### src/rtl/vga_capture.sv
// VGA timing receiver: recovers x/y from hsync/vsync, locks after clean frames, counts white pixels per frame.
// Optional per-frame rgb checksum on frame_sum when VGA_CAPTURE_CHECKSUM_EN is defined.
module vga_capture #(
  parameter int H_ACTIVE    = 640,
  parameter int H_FP        = 16,
  parameter int H_SYNC      = 96,
  parameter int H_BP        = 48,
  parameter int V_ACTIVE    = 480,
  parameter int V_FP        = 10,
  parameter int V_SYNC      = 2,
  parameter int V_BP        = 33,
  parameter int LOCK_FRAMES = 2
) (
  input  logic        clk,
  input  logic        reset,
  input  logic        p_tick,
  input  logic        hsync,
  input  logic        vsync,
  input  logic [11:0] rgb,
  output logic [9:0]  x,
  output logic [9:0]  y,
  output logic        pix_valid,
  output logic [11:0] pix_rgb,
  output logic        locked,
  output logic        line_err,
  output logic        frame_err,
  output logic        stats_valid,
  output logic [18:0] frame_white,
  output logic [15:0] frame_sum
);

  localparam int H_TOTAL = H_ACTIVE + H_FP + H_SYNC + H_BP;
  localparam int V_TOTAL = V_ACTIVE + V_FP + V_SYNC + V_BP;
  localparam int H_START = H_SYNC + H_BP;
  localparam int V_START = V_SYNC + V_BP;

  typedef enum logic [1:0] {SEARCH = 2'd0, MEASURE = 2'd1, LOCKED = 2'd2} state_t;

  state_t      state_q, state_d;
  logic        hs_prev_q, hs_prev_d, vs_prev_q, vs_prev_d;
  logic [9:0]  h_cnt_q, h_cnt_d, v_cnt_q, v_cnt_d, fr_lines_q, fr_lines_d;
  logic        h_seen_q, h_seen_d, vs_seen_q, vs_seen_d;
  logic        vs_pend_q, vs_pend_d, err_seen_q, err_seen_d;
  logic [7:0]  good_q, good_d;
  logic [18:0] white_acc_q, white_acc_d, frame_white_q, frame_white_d;
  logic [9:0]  x_q, x_d, y_q, y_d;
  logic        pix_valid_q, pix_valid_d, locked_q, locked_d;
  logic [11:0] pix_rgb_q, pix_rgb_d;
  logic        line_err_q, line_err_d, frame_err_q, frame_err_d;
  logic        stats_valid_q, stats_valid_d;

  logic        hs_fall, vs_fall, lerr, ferr;
  logic        active, valid, stat_latch, acc_clr;
  logic [10:0] fr_lines_tot;

  function automatic logic [9:0] sat_inc(input logic [9:0] v);
    return (v == 10'h3FF) ? v : v + 10'd1;
  endfunction

  assign hs_fall = p_tick & hs_prev_q & ~hsync;
  assign vs_fall = p_tick & vs_prev_q & ~vsync;
  // an hsync fall on the same tick as the vsync fall still belongs to the closing frame
  assign fr_lines_tot = {1'b0, fr_lines_q} + {10'd0, hs_fall};
  assign lerr = hs_fall & h_seen_q & (({1'b0, h_cnt_q} + 11'd1) != 11'(H_TOTAL));
  assign ferr = vs_fall & vs_seen_q & (fr_lines_tot != 11'(V_TOTAL));

  always_comb begin
    state_d       = state_q;
    hs_prev_d     = hs_prev_q;
    vs_prev_d     = vs_prev_q;
    h_cnt_d       = h_cnt_q;
    v_cnt_d       = v_cnt_q;
    fr_lines_d    = fr_lines_q;
    h_seen_d      = h_seen_q;
    vs_seen_d     = vs_seen_q;
    vs_pend_d     = vs_pend_q;
    err_seen_d    = err_seen_q;
    good_d        = good_q;
    white_acc_d   = white_acc_q;
    frame_white_d = frame_white_q;
    x_d           = x_q;
    y_d           = y_q;
    pix_valid_d   = pix_valid_q;
    pix_rgb_d     = pix_rgb_q;
    locked_d      = locked_q;
    line_err_d    = 1'b0;
    frame_err_d   = 1'b0;
    stats_valid_d = 1'b0;
    active        = 1'b0;
    valid         = 1'b0;
    stat_latch    = 1'b0;
    acc_clr       = 1'b0;
    if (p_tick) begin
      hs_prev_d = hsync;
      vs_prev_d = vsync;
      h_cnt_d   = hs_fall ? 10'd0 : sat_inc(h_cnt_q);
      if (hs_fall) begin
        h_seen_d   = 1'b1;
        v_cnt_d    = vs_pend_q ? 10'd0 : sat_inc(v_cnt_q);
        fr_lines_d = sat_inc(fr_lines_q);
      end
      // hsync consumes the old pending flag; a coincident vsync fall re-arms it
      vs_pend_d  = (vs_pend_q & ~hs_fall) | vs_fall;
      err_seen_d = err_seen_q | lerr;
      if (vs_fall) begin
        vs_seen_d  = 1'b1;
        fr_lines_d = 10'd0;
        err_seen_d = 1'b0;
      end
      case (state_q)
        SEARCH: if (vs_fall) begin
          state_d = MEASURE;
          good_d  = 8'd0;
        end
        MEASURE: if (vs_fall) begin
          if (err_seen_q | lerr | ferr) good_d = 8'd0;
          else begin
            good_d = good_q + 8'd1;
            if (good_q + 8'd1 >= 8'(LOCK_FRAMES)) state_d = LOCKED;
          end
        end
        LOCKED: begin
          if (lerr | ferr) begin
            state_d = MEASURE;
            good_d  = 8'd0;
            acc_clr = 1'b1;
          end else if (vs_fall) stat_latch = 1'b1;
        end
        default: state_d = SEARCH;
      endcase
      active = (h_cnt_d >= 10'(H_START)) && (h_cnt_d < 10'(H_START + H_ACTIVE)) &&
               (v_cnt_d >= 10'(V_START)) && (v_cnt_d < 10'(V_START + V_ACTIVE));
      valid         = active && (state_d == LOCKED);
      x_d           = h_cnt_d - 10'(H_START);
      y_d           = v_cnt_d - 10'(V_START);
      pix_valid_d   = valid;
      pix_rgb_d     = rgb;
      locked_d      = (state_d == LOCKED);
      line_err_d    = lerr;
      frame_err_d   = ferr;
      stats_valid_d = stat_latch;
      if (stat_latch) frame_white_d = white_acc_q;
      white_acc_d = ((stat_latch | acc_clr) ? 19'd0 : white_acc_q) +
                    {18'd0, valid && (rgb == 12'hFFF)};
    end
  end

  always_ff @(posedge clk or negedge reset) begin
    if (!reset) begin
      state_q       <= SEARCH;
      hs_prev_q     <= 1'b0;
      vs_prev_q     <= 1'b0;
      h_cnt_q       <= 10'd0;
      v_cnt_q       <= 10'd0;
      fr_lines_q    <= 10'd0;
      h_seen_q      <= 1'b0;
      vs_seen_q     <= 1'b0;
      vs_pend_q     <= 1'b0;
      err_seen_q    <= 1'b0;
      good_q        <= 8'd0;
      white_acc_q   <= 19'd0;
      frame_white_q <= 19'd0;
      x_q           <= 10'd0;
      y_q           <= 10'd0;
      pix_valid_q   <= 1'b0;
      pix_rgb_q     <= 12'd0;
      locked_q      <= 1'b0;
      line_err_q    <= 1'b0;
      frame_err_q   <= 1'b0;
      stats_valid_q <= 1'b0;
    end else begin
      state_q       <= state_d;
      hs_prev_q     <= hs_prev_d;
      vs_prev_q     <= vs_prev_d;
      h_cnt_q       <= h_cnt_d;
      v_cnt_q       <= v_cnt_d;
      fr_lines_q    <= fr_lines_d;
      h_seen_q      <= h_seen_d;
      vs_seen_q     <= vs_seen_d;
      vs_pend_q     <= vs_pend_d;
      err_seen_q    <= err_seen_d;
      good_q        <= good_d;
      white_acc_q   <= white_acc_d;
      frame_white_q <= frame_white_d;
      x_q           <= x_d;
      y_q           <= y_d;
      pix_valid_q   <= pix_valid_d;
      pix_rgb_q     <= pix_rgb_d;
      locked_q      <= locked_d;
      line_err_q    <= line_err_d;
      frame_err_q   <= frame_err_d;
      stats_valid_q <= stats_valid_d;
    end
  end

`ifdef VGA_CAPTURE_CHECKSUM_EN
  logic [15:0] sum_acc_q, sum_acc_d, frame_sum_q, frame_sum_d;

  always_comb begin
    sum_acc_d   = sum_acc_q;
    frame_sum_d = frame_sum_q;
    if (p_tick) begin
      if (stat_latch) frame_sum_d = sum_acc_q;
      sum_acc_d = ((stat_latch | acc_clr) ? 16'd0 : sum_acc_q) + (valid ? {4'd0, rgb} : 16'd0);
    end
  end

  always_ff @(posedge clk or negedge reset) begin
    if (!reset) begin
      sum_acc_q   <= 16'd0;
      frame_sum_q <= 16'd0;
    end else begin
      sum_acc_q   <= sum_acc_d;
      frame_sum_q <= frame_sum_d;
    end
  end

  assign frame_sum = frame_sum_q;
`else
  assign frame_sum = 16'd0;
`endif

  assign x           = x_q;
  assign y           = y_q;
  assign pix_valid   = pix_valid_q;
  assign pix_rgb     = pix_rgb_q;
  assign locked      = locked_q;
  assign line_err    = line_err_q;
  assign frame_err   = frame_err_q;
  assign stats_valid = stats_valid_q;
  assign frame_white = frame_white_q;

endmodule

### config.mk
export PLATFORM = sky130hd
export DESIGN_NAME = vga_capture
export DESIGN_NICKNAME = d
export VERILOG_FILES = /design/src/rtl/vga_capture.sv
export SDC_FILE = /design/constraint.sdc
export NUM_CORES = 1
export LEC_CHECK = 0
export CORE_MARGIN = 8
export CORE_UTILIZATION = 38
export DETAILED_ROUTE_END_ITERATION = 10
export GPL_TIMING_DRIVEN = 0
export SLEW_MARGIN = 20
export SYNTH_ARGS = -nofsm -noshare
export SYNTH_HDL_FRONTEND = slang
export SYNTH_SLANG_ARGS = --single-unit
export TNS_END_PERCENT = 30
### constraint.sdc
create_clock -name clk -period 6.1 [get_ports clk]
set_clock_uncertainty 0.2 [all_clocks]
set_input_delay 1.83 -clock clk [delete_from_list [all_inputs] [get_ports clk]]
set_output_delay 1.83 -clock clk [all_outputs]
set_load 0.02 [all_outputs]
==> results.toml <==
[timing]
setup_viol = 0
setup-tns-final_ps = 0
period_minus_slack_ps = 5790
clock.fmax_mhz = 173
report.final.slew_viol_count = 0
finalHoldViolations = 0
period_share = 0.949
holdWs_ps = 284
rsz0062_at_grt = "false"
fin_ws_ps = 309
slew_headroom = 0.443
worst_slew_pin_slew_ps = 824

[place]
gp_congestion = 0.803
portBuffers = 71
dp_hpwl_um = 11000
place_ws_ps = -676

[power_and_ir_drop]
finalPower_mw = 2.38
peakVddDrop_uv = 197
leakagePower_nw = 3.60
p_per_area_nw_per_um2 = 297
combPwrFrac = 0.227
p_int_mw = 1.69
clockPowerShare = 0.384
netSwitchingFraction = 0.292
seq_power_share = 0.389
p_switching_uw = 695

[finish]
layout-drive-gt1-share = 0.185
nets = 748
syn_to_final_growth_pct = 26.4
final_util = 0.488
fillers = 1504
num_antenna_cells = 0

[yosys]
ys_seq_elements = 117
avgSynthCellArea_sq_um = 10.5
synth_edf_count = 0
yosys_warnings = 0
synth_top_family_by_area = "simple AND/OR/NAND/NOR gates"
yosysSeqAreaShare = 0.461
synthCells = 608
ys_async_sr_fraction = 1.00
yosys.area.top_type = "dfrtp_1"
synth_xor_area_frac = 0.0593
syn_area_sq_um = 6350
synth_compound_area_frac = 0.123
synthSimpleGateAreaFrac = 0.175
muxShareOfSynthArea = 0.0975
synth_cell_types = 72
synthTopCellsByArea = "dfrtp_1 46%, mux2_2 5.7%, xor2_1 3.6%"
synth_fa_ha_area_frac = 0.0256
ys.flop_type = "dfrtp_1"
yosys.area.top_type_share = 0.461

[global_routing]
first_global_vias = 5073
grt_use_total = 0.152
grt_max_degree = 68
antenna_found_initial = 0
grt_pass1_wl_um = 26100
grt-ovfl-total = 0

[cts]
clkSinkCount = 117
holdBufCountCts = 0
numCtsBuffers = 17
clk_latency_ps = 420
cts_root_buf = "clkbuf_16"
cts_tree = "done"
clockBufferDepth = 2
htreeDepth = 4
clk_pin_slew_worst_paths_ps = 50

[route]
drc_errors = 0
dr.pass1.iters = 4
wl_per_cell_um = 16.2
finalWirelength_um = 15400
drt_iter0_markers = 386
vias = 4895
viasPerCell = 5.16
detail-route-antenna-nets = 0

[floorplan]
coreArea_sq_um = 16500
die_w_um = 145
io_pins = 89
start_util = 0.386
die_area_sq_um = 21100
num_rows = 47
die_height_um = 145

[run]
max_cap_violations = 0

[hold_path]
hold_path.class = "reg -> reg"

[setup_path]
start_kind = "input port"
worstSetupPathType = "in -> reg"
crit_arrival_ps = 5870
cp.required_ps = 6180
crit_fanout = 19
worstSetupEndpointType = "flop"

[outcome]
status = "completed"
per-stage QoR:
| step | area [sq um] | std cells |
|---|---|---|
| 2_1_floorplan | 6410 | 623 |
| 3_3_place_gp | 7400 | 914 |
| 3_5_place_dp | 7430 | 915 |
| 4_1_cts | 7980 | 946 |
| 5_1_grt | 8030 | 949 |
| 6_report | 8030 | 949 |
final cells by class:
| cell class | count | area [sq um] | share of cell area |
|---|---|---|---|
| plain buffers | 52 | 310 | 0.0386 |
| flip-flops and latches | 117 | 2930 | 0.364 |
| well taps | 220 | 275 | 0.0343 |
| clock buffers | 26 | 489 | 0.0609 |
| multi-input cells | 439 | 3150 | 0.393 |
| inverters | 14 | 52.6 | 0.00654 |
| repair buffers | 77 | 777 | 0.0967 |
| clock inverters | 4 | 47.5 | 0.00592 |
state kept, by name, indices dropped and copies added (netlist names), 2 cells and up:
signal	count
state_q	2
v_cnt_q	10
pix_rgb	12
y	10
fr_lines_q	10
h_cnt_q	10
frame_white	19
good_q	8
x	6
white_acc_q	19
kinds of logic after synthesis:
kind of cell / after synthesis
AND/OR/NAND/NOR: 211
buffers and inverters: 67
XOR/XNOR: 43
adder cells (fa/ha/maj): 13
other: 1
flip-flops: 117
AO/OA/AOI/OAI: 104
multiplexers: 52
path summary, 6_finish.rpt:
kind | start | to | slack [ps] | depth (start not counted)
worst min-delay path | h_seen_q | h_seen_q | 280 | 1
worst max-delay path | hsync | white_acc_q[12] | 310 | 20
min in group asynchronous | reset | stats_valid | 1160 | 1
worst max register to register | h_cnt_q[0] | white_acc_q[12] | 1510 | 18
max in group asynchronous | reset | pix_rgb[11] | 3840 | 2
worst min register to register | h_seen_q | h_seen_q | 280 | 1
repair_timing:
item / 4_1_cts / 5_1_grt
resized for setup: 4 / 5
pin swaps: 1 / 7
endpoints found under the hold margin: 0 / 0
buffers inserted: 1 / 4
setup endpoints to repair: 8 / 12
layout by cell type, fill, tap and decap left out, types with 11 or more instances in the layout:
| cell type | count |
|---|---|
| clkbuf_1 | 18 |
| and3_1 | 16 |
| conb_1 | 16 |
| a21oi_1 | 22 |
| nand4_1 | 20 |
| buf_4 | 28 |
| o21ai_0 | 13 |
| ha_1 | 11 |
| dfrtp_1 | 117 |
| clkbuf_16 | 17 |
| clkdlybuf4s50_1 | 70 |
| nor2_1 | 59 |
| nand2_1 | 37 |
| mux2_2 | 32 |
| nand3_1 | 16 |
| xor2_1 | 26 |
| nand2b_1 | 11 |
| inv_1 | 12 |
| buf_2 | 11 |
| xnor2_1 | 17 |
synthesized netlist by cell type (all sizes together), types with 8 or more instances:
cell type,count
nor2,60
inv,13
xor2,26
and4,8
buf,41
nand3,18
nor3,11
clkbuf,12
ha,13
a21oi,23
a31oi,11
xnor2,17
and3,17
mux2,49
nand2,37
dfrtp,117
o21ai,17
nand2b,11
nand4,20
critical path: stages:
cell             delay [ps]
clkdlybuf4s50_1         480
nand3b_1                260
inv_2                   130
buf_4                   260
ha_2                    260
ha_1                    210
and3_4                  210
nand4_1                 110
a211oi_2                300
o211ai_2                160
a21oi_2                 190
nand2_1                 110
nor4_2                  170
ha_2                    250
ha_1                    180
nand4_1                 200
nor2_2                  190
and3_1                  180
xnor2_1                 110
nor2_1                   60
metal layers:
metal	vias up	global-route usage	routed length (um)
met5	-	0	0
met4	0	0.0609	240
met1	2386	0.189	6990
met3	20	0.0463	885
li1	2380	-	-
met2	109	0.241	7290
power groups by stage:
stage	sequential (mW)	clock [mW]	combinational, mW
after floorplan	0.966	0	0.309
after global placement	0.935	0	0.527
after detailed placement	0.939	0	0.538
after CTS	0.927	0.938	0.542
after global routing	0.941	0.972	0.599
final	0.928	0.916	0.540
No activity file was read; power rests on OpenSTA's default activity.
